**config.mk**
```make
export PLATFORM = sky130hd
export DESIGN_NAME = elec_lock_ctrl_flat
export DESIGN_NICKNAME = d
export VERILOG_FILES = /design/src/rtl/elec_lock_pkg.sv /design/src/rtl/elec_lock_ctrl_if.sv /design/src/rtl/elec_lock_ctrl_timer.sv /design/src/rtl/elec_lock_ctrl.sv /design/src/flat_wrapper.sv
export SDC_FILE = /design/constraint.sdc
export NUM_CORES = 1
export LEC_CHECK = 0
export BUFFER_PORTS_ARGS = -buffer_cell sky130_fd_sc_hd__buf_4
export CAP_MARGIN = 5
export CORE_MARGIN = 3
export CORE_UTILIZATION = 61
export DETAILED_ROUTE_END_ITERATION = 16
export PLACE_DENSITY = 0.82
export SLEW_MARGIN = 40
export SYNTH_ARGS = -nofsm -noshare
export SYNTH_HDL_FRONTEND = slang
export SYNTH_SLANG_ARGS = --single-unit
```
**constraint.sdc**
```tcl
create_clock -name clk -period 2.9 [get_ports clk]
set_input_delay 0.29 -clock clk [delete_from_list [all_inputs] [get_ports clk]]
set_output_delay 0.29 -clock clk [all_outputs]
set_load 0.02 [all_outputs]
```
**src/rtl/elec_lock_pkg.sv**
```systemverilog
`default_nettype none
// ============================================================================
// Module      : elec_lock_pkg
// Description : Shared state encoding, result codes and key decode for the
//               electronic lock controller.
// Revision    : 1.0 - initial release
// ============================================================================
package elec_lock_pkg;

    typedef logic [2:0] lock_state_t;

    localparam lock_state_t ST_IDLE    = 3'd0;
    localparam lock_state_t ST_ENTRY   = 3'd1;
    localparam lock_state_t ST_CHECK   = 3'd2;
    localparam lock_state_t ST_OPEN    = 3'd3;
    localparam lock_state_t ST_LOCKOUT = 3'd4;

    localparam logic [1:0] RES_NONE = 2'd0;
    localparam logic [1:0] RES_PASS = 2'd1;
    localparam logic [1:0] RES_FAIL = 2'd2;

    localparam logic [1:0] CODE_NONE = 2'b00;
    localparam logic [1:0] CODE_D1   = 2'b01;
    localparam logic [1:0] CODE_D2   = 2'b10;
    localparam logic [1:0] CODE_D3   = 2'b11;

    localparam int KEY_CONFIRM = 3;

    // Lowest-index digit key wins; CODE_NONE means no digit pressed.
    function automatic logic [1:0] digit_code(input logic [2:0] keys);
        logic [1:0] code;
        code = CODE_NONE;
        if (keys[0])      code = CODE_D1;
        else if (keys[1]) code = CODE_D2;
        else if (keys[2]) code = CODE_D3;
        return code;
    endfunction

endpackage
`default_nettype wire

```
**src/rtl/elec_lock_ctrl_if.sv**
```systemverilog
`default_nettype none
// ============================================================================
// Module      : elec_lock_ctrl_if
// Description : Keypad pulses in, actuator/indicator status out.
// Revision    : 1.0 - initial release
// ============================================================================
interface elec_lock_ctrl_if #(
    parameter int PWD_LEN   = 3,
    parameter int MAX_TRIES = 3
);
    logic [3:0]                       key_pulse;
    logic                             unlock;
    logic                             alarm;
    logic [1:0]                       result;
    logic [$clog2(PWD_LEN+1)-1:0]     digit_cnt;
    logic [$clog2(MAX_TRIES+1)-1:0]   tries_left;

    modport master (
        output key_pulse,
        input  unlock, alarm, result, digit_cnt, tries_left
    );

    modport slave (
        input  key_pulse,
        output unlock, alarm, result, digit_cnt, tries_left
    );
endinterface
`default_nettype wire

```
**src/rtl/elec_lock_ctrl_timer.sv**
```systemverilog
`default_nettype none
// ============================================================================
// Module      : lock_timer
// Description : Load-and-count-down timer; done while the count sits at zero.
// Revision    : 1.0 - initial release
// ============================================================================
module lock_timer #(
    parameter int WIDTH = 8
) (
    input  logic             clk,
    input  logic             rst_n,
    input  logic             load,
    input  logic [WIDTH-1:0] load_val,
    output logic             done
);
    logic [WIDTH-1:0] r_count;

    always_ff @(posedge clk or negedge rst_n) begin
        if (!rst_n) begin
            r_count <= '0;
        end else if (load) begin
            r_count <= load_val;
        end else if (r_count != '0) begin
            r_count <= r_count - WIDTH'(1);
        end
    end

    assign done = (r_count == '0);
endmodule
`default_nettype wire

```
**src/rtl/elec_lock_ctrl.sv**
```systemverilog
`default_nettype none
// ============================================================================
// Module      : elec_lock_ctrl
// Description : Keypad code-lock sequencer: digit buffer, check, unlock window
//               and failed-try lockout.
// Revision    : 1.0 - initial release
// ============================================================================
module elec_lock_ctrl
    import elec_lock_pkg::*;
#(
    parameter int                   PWD_LEN        = 3,
    parameter logic [2*PWD_LEN-1:0] PASSWORD       = 6'b100111,
    parameter int                   OPEN_CYCLES    = 50_000_000,
    parameter int                   LOCKOUT_CYCLES = 250_000_000,
    parameter int                   ENTRY_TIMEOUT  = 250_000_000,
    parameter int                   MAX_TRIES      = 3
) (
    input  logic            clk,
    input  logic            rst_n,
    elec_lock_ctrl_if.slave lock_if
);
    localparam int c_DCW    = $clog2(PWD_LEN + 1);
    localparam int c_TW     = $clog2(MAX_TRIES + 1);
    localparam int c_TMAX_A = (OPEN_CYCLES > LOCKOUT_CYCLES) ? OPEN_CYCLES : LOCKOUT_CYCLES;
    localparam int c_TMAX   = (c_TMAX_A > ENTRY_TIMEOUT) ? c_TMAX_A : ENTRY_TIMEOUT;
    localparam int c_TMR_W  = (c_TMAX > 1) ? $clog2(c_TMAX) : 1;

    localparam logic [c_DCW-1:0] c_PWD_CNT   = c_DCW'(PWD_LEN);
    localparam logic [c_TW-1:0]  c_TRIES_MAX = c_TW'(MAX_TRIES);

    logic                 r_confirm;
    logic [1:0]           r_code;
    lock_state_t          r_state, w_state_nxt;
    logic [2*PWD_LEN-1:0] r_buf, w_buf_nxt, w_buf_shift;
    logic [c_DCW-1:0]     r_digit_cnt, w_digit_cnt_nxt;
    logic [c_TW-1:0]      r_tries, w_tries_nxt;
    logic [1:0]           r_result, w_result_nxt;
    logic                 r_unlock, r_alarm;
    logic                 w_digit, w_match, w_key_load, w_timer_load, w_timer_done;
    logic [c_TMR_W-1:0]   w_load_val;

    // Keys are registered first so no output depends combinationally on them.
    always_ff @(posedge clk or negedge rst_n) begin
        if (!rst_n) begin
            r_confirm <= 1'b0;
            r_code    <= CODE_NONE;
        end else begin
            r_confirm <= lock_if.key_pulse[KEY_CONFIRM];
            r_code    <= lock_if.key_pulse[KEY_CONFIRM] ? CODE_NONE
                                                        : digit_code(lock_if.key_pulse[2:0]);
        end
    end

    generate
        if (PWD_LEN == 1) begin : g_buf_single
            assign w_buf_shift = r_code;
        end else begin : g_buf_multi
            assign w_buf_shift = {r_buf[2*PWD_LEN-3:0], r_code};
        end
    endgenerate

    assign w_digit = (r_code != CODE_NONE);
    assign w_match = (r_digit_cnt == c_PWD_CNT) && (r_buf == PASSWORD);

    always_comb begin
        w_state_nxt     = r_state;
        w_buf_nxt       = r_buf;
        w_digit_cnt_nxt = r_digit_cnt;
        w_tries_nxt     = r_tries;
        w_result_nxt    = r_result;
        w_key_load      = 1'b0;
        case (r_state)
            ST_IDLE: begin
                if (r_confirm) begin
                    w_state_nxt = ST_CHECK;
                end else if (w_digit) begin
                    w_buf_nxt       = w_buf_shift;
                    w_digit_cnt_nxt = c_DCW'(1);
                    w_state_nxt     = ST_ENTRY;
                end
            end
            ST_ENTRY: begin
                if (r_confirm) begin
                    w_state_nxt = ST_CHECK;
                end else if (w_digit) begin
                    w_buf_nxt       = w_buf_shift;
                    w_digit_cnt_nxt = (r_digit_cnt == c_PWD_CNT) ? r_digit_cnt
                                                                 : r_digit_cnt + c_DCW'(1);
                    w_key_load      = 1'b1;
                end else if (w_timer_done) begin
                    w_buf_nxt       = '0;
                    w_digit_cnt_nxt = '0;
                    w_state_nxt     = ST_IDLE;
                end
            end
            ST_CHECK: begin
                w_buf_nxt       = '0;
                w_digit_cnt_nxt = '0;
                if (w_match) begin
                    w_result_nxt = RES_PASS;
                    w_tries_nxt  = c_TRIES_MAX;
                    w_state_nxt  = ST_OPEN;
                end else begin
                    w_result_nxt = RES_FAIL;
                    w_tries_nxt  = r_tries - c_TW'(1);
                    w_state_nxt  = (r_tries == c_TW'(1)) ? ST_LOCKOUT : ST_IDLE;
                end
            end
            ST_OPEN: begin
                if (r_confirm || w_timer_done) begin
                    w_state_nxt = ST_IDLE;
                end
            end
            ST_LOCKOUT: begin
                if (w_timer_done) begin
                    w_tries_nxt = c_TRIES_MAX;
                    w_state_nxt = ST_IDLE;
                end
            end
            default: begin
                w_state_nxt = ST_IDLE;
            end
        endcase
    end

    // One timer serves all windows: reload on any state change or new digit.
    assign w_timer_load = (w_state_nxt != r_state) || w_key_load;

    always_comb begin
        case (w_state_nxt)
            ST_ENTRY:   w_load_val = c_TMR_W'(ENTRY_TIMEOUT - 1);
            ST_OPEN:    w_load_val = c_TMR_W'(OPEN_CYCLES - 1);
            ST_LOCKOUT: w_load_val = c_TMR_W'(LOCKOUT_CYCLES - 1);
            default:    w_load_val = '0;
        endcase
    end

    lock_timer #(
        .WIDTH (c_TMR_W)
    ) u_timer (
        .clk      (clk),
        .rst_n    (rst_n),
        .load     (w_timer_load),
        .load_val (w_load_val),
        .done     (w_timer_done)
    );

    always_ff @(posedge clk or negedge rst_n) begin
        if (!rst_n) begin
            r_state     <= ST_IDLE;
            r_buf       <= '0;
            r_digit_cnt <= '0;
            r_tries     <= c_TRIES_MAX;
            r_result    <= RES_NONE;
            r_unlock    <= 1'b0;
            r_alarm     <= 1'b0;
        end else begin
            r_state     <= w_state_nxt;
            r_buf       <= w_buf_nxt;
            r_digit_cnt <= w_digit_cnt_nxt;
            r_tries     <= w_tries_nxt;
            r_result    <= w_result_nxt;
            r_unlock    <= (w_state_nxt == ST_OPEN);
            r_alarm     <= (w_state_nxt == ST_LOCKOUT);
        end
    end

    assign lock_if.unlock     = r_unlock;
    assign lock_if.alarm      = r_alarm;
    assign lock_if.result     = r_result;
    assign lock_if.digit_cnt  = r_digit_cnt;
    assign lock_if.tries_left = r_tries;
endmodule
`default_nettype wire

```
**src/flat_wrapper.sv**
```systemverilog
// flat-port wrapper written by rule: the top's interface ports become plain ports
module elec_lock_ctrl_flat import elec_lock_pkg::*;
#(
    parameter int                   PWD_LEN        = 3,
    parameter logic [2*PWD_LEN-1:0] PASSWORD       = 6'b100111,
    parameter int                   OPEN_CYCLES    = 50_000_000,
    parameter int                   LOCKOUT_CYCLES = 250_000_000,
    parameter int                   ENTRY_TIMEOUT  = 250_000_000,
    parameter int                   MAX_TRIES      = 3
)
  (clk, rst_n, lock_if_key_pulse, lock_if_unlock, lock_if_alarm, lock_if_result, lock_if_digit_cnt, lock_if_tries_left);
  elec_lock_ctrl_if #(.PWD_LEN(PWD_LEN), .MAX_TRIES(MAX_TRIES)) lock_if_i ();
  input  logic clk;
  input  logic rst_n;
  input wire logic [$bits(lock_if_i.key_pulse)-1:0] lock_if_key_pulse;
  output wire logic [$bits(lock_if_i.unlock)-1:0] lock_if_unlock;
  output wire logic [$bits(lock_if_i.alarm)-1:0] lock_if_alarm;
  output wire logic [$bits(lock_if_i.result)-1:0] lock_if_result;
  output wire logic [$bits(lock_if_i.digit_cnt)-1:0] lock_if_digit_cnt;
  output wire logic [$bits(lock_if_i.tries_left)-1:0] lock_if_tries_left;
  assign lock_if_i.key_pulse = lock_if_key_pulse;
  assign lock_if_unlock = lock_if_i.unlock;
  assign lock_if_alarm = lock_if_i.alarm;
  assign lock_if_result = lock_if_i.result;
  assign lock_if_digit_cnt = lock_if_i.digit_cnt;
  assign lock_if_tries_left = lock_if_i.tries_left;
  elec_lock_ctrl #(.PWD_LEN(PWD_LEN), .PASSWORD(PASSWORD), .OPEN_CYCLES(OPEN_CYCLES), .LOCKOUT_CYCLES(LOCKOUT_CYCLES), .ENTRY_TIMEOUT(ENTRY_TIMEOUT), .MAX_TRIES(MAX_TRIES)) u_core (.clk(clk), .rst_n(rst_n), .lock_if(lock_if_i));
endmodule
```
== Word level (Yosys, flattened, before mapping) ==
Cells that the tools add are included.
Operators by class
  add/subtract/negate cells: 3
  equal/unequal tests: 17
  muxes and demuxes: 36
  reduce and logical (&&, ||, !) cells: 14
Operators with widths (number)
  $mux W28: 2
  $pmux W28 S2: 1
  $mux W6: 5
  $logic_not A28 Y1: 1
  $reduce_bool A28 Y1: 1
  $sub A28 B1 Y28 const B: 1
  $mux W2: 13
  $mux W3: 8
  $pmux W6 S3: 1
  $pmux W3 S5: 1
  $eq A3 B2 Y1 const B: 3
  $eq A3 B1 Y1 const B: 2
  $eq A3 B3 Y1 const B: 2
  $eq A6 B6 Y1 const B: 1
  $pmux W2 S3: 1
  $reduce_and A6 Y1: 1
  $reduce_bool A2 Y1: 3
  $reduce_and A5 Y1: 1
  $ne A2 B1 Y1 const B: 2
  $ne A2 B2 Y1 const B: 2
  $pmux W2 S2: 1
  $logic_not A3 Y1: 1
  $mux W1: 3
  $ne A3 B1 Y1 const B: 1
  other kinds (11): 12
Word-level totals
  register bits: 48
  word-level logic and storage cells: 80

== Longest topological paths before layout ==
Gate-level depths: netlist of the first run.
  word-level depth: 9
  mapped depth: 10
  depth with buffers taken out: 8

== Cells and area by module ==
A second synthesis of the first run with hierarchy kept.
Unflattened totals
  cell total of the unflattened synthesis: 282
  area, all modules: 2778.9 µm²
By module, submodules not included
  lock_timer: instances 1, cells each 187, area each 1746.7 µm², seq. area each 700.7 µm²
  elec_lock_ctrl: instances 1, cells each 95, area each 1032.2 µm², seq. area each 503.0 µm²

== Worst setup path after synthesis of the first run ==
No wires, ideal clock.
  path kind: register -> register
  start: reg u_core.u_timer.r_count[0]
  end: reg u_core.u_timer.r_count[0]
  arrival time: 2066 ps
  data required time: 2768 ps
  slack: 702 ps
  cell stages (with the launch flop): 11
  buffers on the path: 2
  path through: dfrtp_1 -> inv_1 -> ha_1 -> nor4b_2 -> and4_1 -> buf_6 -> a21oi_4 -> a21o_4 -> a211oi_4 -> buf_6 -> mux2i_1
On the way
  cells in the longest elaborated chain, start to end: 9
  elaborated cells between the ends (all ways): 19
  those cells by class: add/sub (1); eq/ne (4); mux (8); reduce/logical (6)
Ends and longest elaborated chain
  start: declaration: RTL line elec_lock_ctrl_timer.sv:16  | logic [WIDTH-1:0] r_count;
  start signal: assignment: RTL line elec_lock_ctrl_timer.sv:22  | r_count <= load_val;
  start signal: assignment: RTL line elec_lock_ctrl_timer.sv:24  | r_count <= r_count - WIDTH'(1);
  $logic_not A28 Y1 *: RTL line elec_lock_ctrl_timer.sv:28  | assign done = (r_count == '0);
  $mux W3: RTL line elec_lock_ctrl.sv:90, elec_lock_ctrl.sv:115
  $mux W3: RTL line elec_lock_ctrl.sv:85  | end else if (w_digit) begin
  $mux W3: RTL line elec_lock_ctrl.sv:83  | if (r_confirm) begin
  $pmux W3 S5 *: RTL line elec_lock_ctrl.sv:72  | case (r_state)
  named net u_core.w_state_nxt[2]: RTL line elec_lock_ctrl.sv:33  | lock_state_t r_state, w_state_nxt;
  $eq A3 B1 Y1 / $eq A3 B3 Y1 (equally long branches): RTL line elec_lock_ctrl.sv:130  | case (w_state_nxt)
  $reduce_or A2 Y1 (no line)
  $pmux W28 S2: RTL line elec_lock_ctrl.sv:130
  $mux W28: RTL line elec_lock_ctrl_timer.sv:21  | end else if (load) begin
The timed path passes the listed nets; every way through them passes the cells marked *. The select of a mux whose other input is x is not followed.
A chain may end at the register's enable or synchronous reset.

== Worst setup path in the final report of the first run ==
  start: reg u_core.u_timer.r_count[8]
  end: reg u_core.r_digit_cnt[1], in the netlist u_core.lock_if.digit_cnt[1]
On the way
  cells in the longest elaborated chain, start to end: 3
Ends and longest elaborated chain
  $logic_not A28 Y1: RTL line elec_lock_ctrl_timer.sv:28
  $ne A3 B1 Y1 (no line)
  $reduce_and A6 Y1 (no line)
  end signal: assignment: RTL line elec_lock_ctrl.sv:160  | r_digit_cnt <= w_digit_cnt_nxt;
  end: declaration: RTL line elec_lock_ctrl.sv:35  | logic [c_DCW-1:0] r_digit_cnt, w_digit_cnt_nxt;
Every way passes these cells.

==> results of run 1 <==
[logic make-up after synthesis]
logic type                 synth area share, %
DFF                                      43.59
muxes                                   0.7250
AOI/OAI and AO/OA                        19.89
adders and majority gates                1.359
buffers and inverters                    4.078
and+or+nand+nor                          22.43
xor gates and xnor gates                 7.929
[synthesized netlist by cell type, drive strengths merged, types with 3 or more instances]
cell | number | area (um2)
inv | 11 | 41.29
nor4 | 6 | 65.06
and2 | 3 | 18.77
o22ai | 14 | 137.6
nor2 | 25 | 96.35
nand4 | 3 | 18.77
a21oi | 13 | 76.33
nand3b | 5 | 50.05
or4 | 3 | 26.27
o31ai | 5 | 37.54
nand2b | 5 | 31.28
ha | 3 | 37.54
buf | 8 | 67.56
xnor2 | 18 | 157.7
dfrtp | 46 | 1151
nand3 | 5 | 25.02
a21o | 3 | 30.02
nor3 | 16 | 90.09
o21ai | 16 | 95.10
xor2 | 7 | 61.31
nand2 | 17 | 63.81
[flip-flops by register name, summed over array words and instances (netlist names), 2 cells and up]
name	flops
u_core.u_timer.r_count	28
u_core.r_buf	6
u_core.r_state	3
u_core.lock_if.digit_cnt	2
u_core.lock_if.result	2
u_core.lock_if.tries_left	2
u_core.r_code	2
[final timing paths]
check	start	to	slack, ps	cells after the start
worst max register to register	u_core.u_timer.r_count[8]$_DFFE_PN0P_	u_core.lock_if.digit_cnt[1]$_DFFE_PN0P_	320	6
min in group clk	lock_if_key_pulse[3]	u_core.r_confirm$_DFF_PN0_	120	1
worst min register to register	u_core.r_buf[4]$_DFFE_PN0P_	u_core.r_buf[4]$_DFFE_PN0P_	490	2
worst min-delay path	rst_n	u_core.u_timer.r_count[7]$_DFFE_PN0P_	-20	1
max in group asynchronous	rst_n	u_core.r_buf[0]$_DFFE_PN0P_	2520	1
worst max-delay path	u_core.u_timer.r_count[8]$_DFFE_PN0P_	u_core.lock_if.digit_cnt[1]$_DFFE_PN0P_	320	6
[per-layer routing]
layer	track usage, %	routed length (um)	up-vias
met5	0	0	-
li1	-	-	992
met4	7.377	65	0
met1	35.80	2763	1026
met3	3.557	300	8
met2	32.57	2529	65
[per-stage QoR]
| stage | setup WS, ps | power [mW] |
|---|---|---|
| finish | 317.6 | 3.480 |
| floorplan | 701.9 | 2.643 |
| global placement | 338.1 | 2.950 |
| CTS | 216.1 | 3.448 |
| global route | 124.9 | 3.723 |
| detailed placement | 232.3 | 3.021 |
[final cells by class]
type	instances	share of cell area [%]
inverters	11	1.377
multi-input cells	198	48.41
repair buffers	19	4.758
well taps	50	2.087
flip-flops and latches	48	40.15
clock buffers	7	3.214
[power by group through the flow]
| stage | clock network, mW | logic [mW] | registers [mW] |
|---|---|---|---|
| finish | 0.423 | 1.88 | 1.18 |
| global route | 0.454 | 2.05 | 1.21 |
| CTS | 0.431 | 1.84 | 1.17 |
| detailed placement | 0 | 1.84 | 1.18 |
| global placement | 0 | 1.78 | 1.17 |
| floorplan | 0 | 1.49 | 1.15 |
==> metrics, run 1 <==
first-pass GRT wire length 9.632 mm; maximum clock rate 0.3872 GHz; largest net degree at the start of global routing 49; CP max FO 8; total CTS buffers 5; postcts setup bufs 0; die height 73.28 um; final wirelength 5.658 mm; Fillers 298; Primary FF master, synth dfrtp_1; I/O Pins 14; FP Rows 23; Period Utilization, post-route 89.05%; Register Area 1204 um2; Routed Antenna Nets 0; RSZ-0062 raised after global routing no; syn_nets 275; Die ar. 5370 um2; H-tree Lvls 2; setup tns final 0 ps; fin util 71.84%; Root Buffer clkbuf_8; Yosys warning count 0; Cell Area, Synth 2761 um2; Leakage 1.278 nW; commonest non-fill, non-tap cell in the layout dfrtp_1; clock sinks 48; Via density 6.279; worst hold slack -17.33 ps; Multi-input gate area 1451 um2; Pins Over Slew Limit 0; nets 292; Crit path max-delay family simple AND/OR/NAND/NOR gates; VDD IR-drop max 637.5 uV; WP data arrival 2770 ps; Post-synth EDFFs 0; Sw Share 44.57%; Initial DRC Count 156; crit path kind flop to flop; input/output buffers 13; Cell variety after synth 63; CP endpoint kind flop; Non-Filler Instances 333; core area 4173 um2; die width 73.28 um; Logic pwr share 54.0%; Power Density 1161 nW/um2; sequential area share after synthesis 43.59%; Placed Area 2895 um2; Syn-to-layout area delta 8.564%; Startpoint Class flop; DRC viols 0; Net Sw Power 1.551 mW; Crit path buffers/inverters 0; worst slew pin tran 671.5 ps; worst skew pair latency 300 ps; Clk pwr share 12.2%; layout cells sized above 1 20.49%; ANT cells 0; Final GP Congestion 0.8504; Flop pwr share 33.9%; Avg WL per Cell 16.99 um; vias in the first global route 1995; GR Overflow Total 0; Post-Syn Instances 266; Resize count post-CTS 0; antenna violations before repair 0; CP Cell Sequence nor4_2 -> and4_1 -> nand3_1 -> a221oi_4 -> o21ai_1 -> a32o_1; status complete, but fails checks; maximum buffer depth of the clock tree 2; clk_skew 3.753 ps; Power Internal 1.929 mW; GRT Util Overall 22.96%; Slowest cell on crit path nor4_2; Starting Density 66.18%; TritonRoute pass-1 iters 4; CP required 3090 ps; HP Class input port to asynchronous set/reset pin; Post-DP HPWL 3.944 mm; most frequent cells in the layout 46 x dfrtp_1, 24 x nor2_1, 19 x buf_4; Mapped Avg Cell Area 10.38 um2; Seq cells post-synth 48; Max Cap Violations 0; Final Critical Period 2582 ps; CTS Hold Bufs 0; failing checks hold timing; CTS tree done; Max-slew headroom 55.12%; Fin. Hold Viols 30; placed cell count 326; clock-pin slew on the worst setup and hold paths 80 ps; Critical Path Max Stage Delay 560 ps; asr flop ratio synth 100.0%; design area 2998 um2; routed vias 2091; Final setup viols 0
(Power assumes the default switching activity.)
==> inputs of run 2 (changes only) <==
--- a/config.mk
+++ b/config.mk
@@ -8,9 +8,10 @@
 export BUFFER_PORTS_ARGS = -buffer_cell sky130_fd_sc_hd__buf_4
 export CAP_MARGIN = 5
 export CORE_MARGIN = 3
-export CORE_UTILIZATION = 61
+export CORE_UTILIZATION = 55
 export DETAILED_ROUTE_END_ITERATION = 16
-export PLACE_DENSITY = 0.82
+export GPL_ROUTABILITY_DRIVEN = 0
+export PLACE_DENSITY = 0.76
 export SLEW_MARGIN = 40
 export SYNTH_ARGS = -nofsm -noshare
 export SYNTH_HDL_FRONTEND = slang
==> run 2 against run 1 <==
Net effect:
- hold slack got worse by 13 ps
- the run still ends with hold timing left
- die area increased by 10%
- register-to-register slack got worse by 40 ps
- non-clock buffer count increased by 1
- fmax decreased by 1.4%
- routed wire length decreased by 1.2%
- total power decreased by 1.2%
- sequential share of layout area decreased by 0.17 points
- final area increased by 0.42%
- sequential power about the same
- clock-buffer cell count unchanged
- first-iteration DRC count decreased by 50%
==> metrics, run 2 (synthesis results as in run 1) <==
most frequent CP cell o21ai_0; Syn-to-layout area delta 9.017% (was 8.564%); input/output buffers 13 (unchanged); Via density 5.767 (was 6.279); total CTS buffers 5 (unchanged); Routed Antenna Nets 0 (unchanged); Tot Pwr 3.439 mW (was 3.480 mW); Resize count post-CTS 0 (unchanged); Register Area 1204 um2 (unchanged); RSZ-0062 raised after global routing no (unchanged); antenna violations before repair 0 (unchanged); clock sinks 48 (unchanged); routed vias 2030 (was 2091); CTS tree done (unchanged); WP data arrival 2760 ps (was 2770 ps); reg2reg end u_core.u_timer.r_count[9]$_DFFE_PN0P_ (was u_core.lock_if.digit_cnt[1]$_DFFE_PN0P_); min setup slack post-route 280.2 ps (was 317.6 ps); GR Overflow Total 0 (unchanged); Fin. Hold Viols 22 (was 30); Max Cap Violations 0 (unchanged); GRT Util Overall 20.42% (was 22.96%); setup slack, reg-to-reg 280 ps (was 320 ps); ANT cells 0 (unchanged); layout cells sized above 1 20.35% (was 20.49%); crit path kind flop to flop (unchanged); final wirelength 5.589 mm (was 5.658 mm); largest registers u_core.u_timer.r_count x28, u_core.r_buf x6, u_core.r_state x3 (unchanged); Worst R2R Path Depth 8 (was 6); die height 76.86 um (was 73.28 um); most frequent cells in the layout 46 x dfrtp_1, 24 x nor2_1, 20 x buf_4 (was 46 x dfrtp_1, 24 x nor2_1, 19 x buf_4); TritonRoute pass-1 iters 4 (unchanged); worst skew pair latency 310 ps (was 300 ps); R2R Path Start u_core.u_timer.r_count[0]$_DFFE_PN0P_ (was u_core.u_timer.r_count[8]$_DFFE_PN0P_); pre-CTS setup slack 249.3 ps (was 232.3 ps); status complete, but fails checks (unchanged); postcts setup bufs 0 (unchanged); failing checks hold timing (unchanged); VDD IR-drop max 477.7 uV (was 637.5 uV); first-pass GRT wire length 9.722 mm (was 9.632 mm); worst slew pin tran 733.7 ps (was 671.5 ps); H-tree Lvls 2 (unchanged); nets 293 (was 292); CP required 3040 ps (was 3090 ps); Initial DRC Count 78 (was 156); largest net degree at the start of global routing 49 (unchanged); commonest non-fill, non-tap cell in the layout dfrtp_1 (unchanged); DRC viols 0 (unchanged); Pins Over Slew Limit 0 (unchanged); die width 76.86 um (was 73.28 um); vias in the first global route 2096 (was 1995); placed cell count 344 (was 326); CP Cell Sequence inv_1 -> ha_1 -> nor4b_2 -> nand4_1 -> o21ai_0 -> a2111oi_0 -> o22ai_1 -> o21ai_0 (was nor4_2 -> and4_1 -> nand3_1 -> a221oi_4 -> o21ai_1 -> a32o_1); Die ar. 5907 um2 (was 5370 um2); core area 4786 um2 (was 4173 um2); CTS Hold Bufs 0 (unchanged); Startpoint Class flop (unchanged); worst setup path startpoint u_core.u_timer.r_count[0]$_DFFE_PN0P_ (was u_core.u_timer.r_count[8]$_DFFE_PN0P_); Slowest cell on crit path o22ai_1 (was nor4_2); max reg flops 28 (unchanged); clk_skew 13.94 ps (was 3.753 ps); FP Rows 25 (was 23); maximum buffer depth of the clock tree 2 (unchanged); Largest Register u_core.u_timer.r_count (unchanged); clock-pin slew on the worst setup and hold paths 90 ps (was 80 ps); CP endpoint kind flop (unchanged); Leakage 1.276 nW (was 1.278 nW); Period Utilization, post-route 90.34% (was 89.05%); HP Class input port to asynchronous set/reset pin (unchanged); Final setup viols 0 (unchanged); Non-Filler Instances 352 (was 333); worst hold slack -29.97 ps (was -17.33 ps); Starting Density 57.70% (was 66.18%); Post-DP HPWL 4.041 mm (was 3.944 mm); Fillers 420 (was 298); maximum clock rate 0.3817 GHz (was 0.3872 GHz); Root Buffer clkbuf_8 (unchanged); Multi-input gate area 1450 um2 (was 1451 um2); Max-slew headroom 49.82% (was 55.12%); I/O Pins 14 (unchanged); Critical Path Max Stage Delay 460 ps (was 560 ps); Power Density 1142 nW/um2 (was 1161 nW/um2); Final Critical Period 2620 ps (was 2582 ps); Avg WL per Cell 15.88 um (was 16.99 um); fin util 62.90% (was 71.84%); CP max FO 4 (was 8); setup tns final 0 ps (unchanged)
==> run 2: cell types whose count changed in the layout (fill, tap and decap cells not counted) <==
cell       before  now
clkbuf_8        7    5
a2111oi_1       1    0
clkinv_2        0    1
a2111oi_0       0    1
clkbuf_1        0    2
buf_4          19   20
==> run 2: critical path, delay by kind of cell, from the launching register on <==
| family | cells | cell delay, ps |
|---|---|---|
| compound gates | 4 | 1190 |
| fa+ha+maj | 1 | 230 |
| buf+inv | 1 | 100 |
| flops | 1 | 400 |
| simple gates | 2 | 550 |
==> run 2: worst max-delay path by stage <==
stage / to / cells after the start
final: u_core.u_timer.r_count[9]$_DFFE_PN0P_ / 8
after global placement: u_core.u_timer.r_count[21]$_DFFE_PN0P_ / 8
after detailed placement: u_core.u_timer.r_count[0]$_DFFE_PN0P_ / 8
after global routing: u_core.u_timer.r_count[9]$_DFFE_PN0P_ / 8
after floorplan: u_core.u_timer.r_count[0]$_DFFE_PN0P_ / 10
after CTS: u_core.u_timer.r_count[0]$_DFFE_PN0P_ / 8
==> run 2: where the power goes <==
| group | internal [mW] | total (mW) | switching [mW] |
|---|---|---|---|
| clock network | 0.170 | 0.384 | 0.215 |
| registers | 0.917 | 1.15 | 0.237 |
| logic | 0.811 | 1.90 | 1.09 |
| total | 1.90 | 3.44 | 1.54 |
==> run 2: through the flow <==
stage	hold WS (ps)	instance area, um2
6_report	-29.97	3010
5_1_grt	26.82	3010
4_1_cts	3.125	3005
3_5_place_dp	340.0	2924
3_3_place_gp	336.4	2924
2_1_floorplan	-5.591	2761
==> run 2: area by class of cell <==
type,instances,share of cell area (%)
repair buffers,20,4.988
clock buffers,7,2.535
flip-flops and latches,48,39.98
inverters,11,1.372
well taps,67,2.785
clock inverters,1,0.1663
multi-input cells,198,48.17
==> run 2: metal layers <==
| metal | share of wire (%) | routed length [um] | GRT usage (%) |
|---|---|---|---|
| met5 | 0 | 0 | 0 |
| met4 | 1.7 | 96 | 7.971 |
| met3 | 4.0 | 226 | 3.991 |
| met2 | 46 | 2598 | 30.75 |
| met1 | 48 | 2668 | 29.00 |
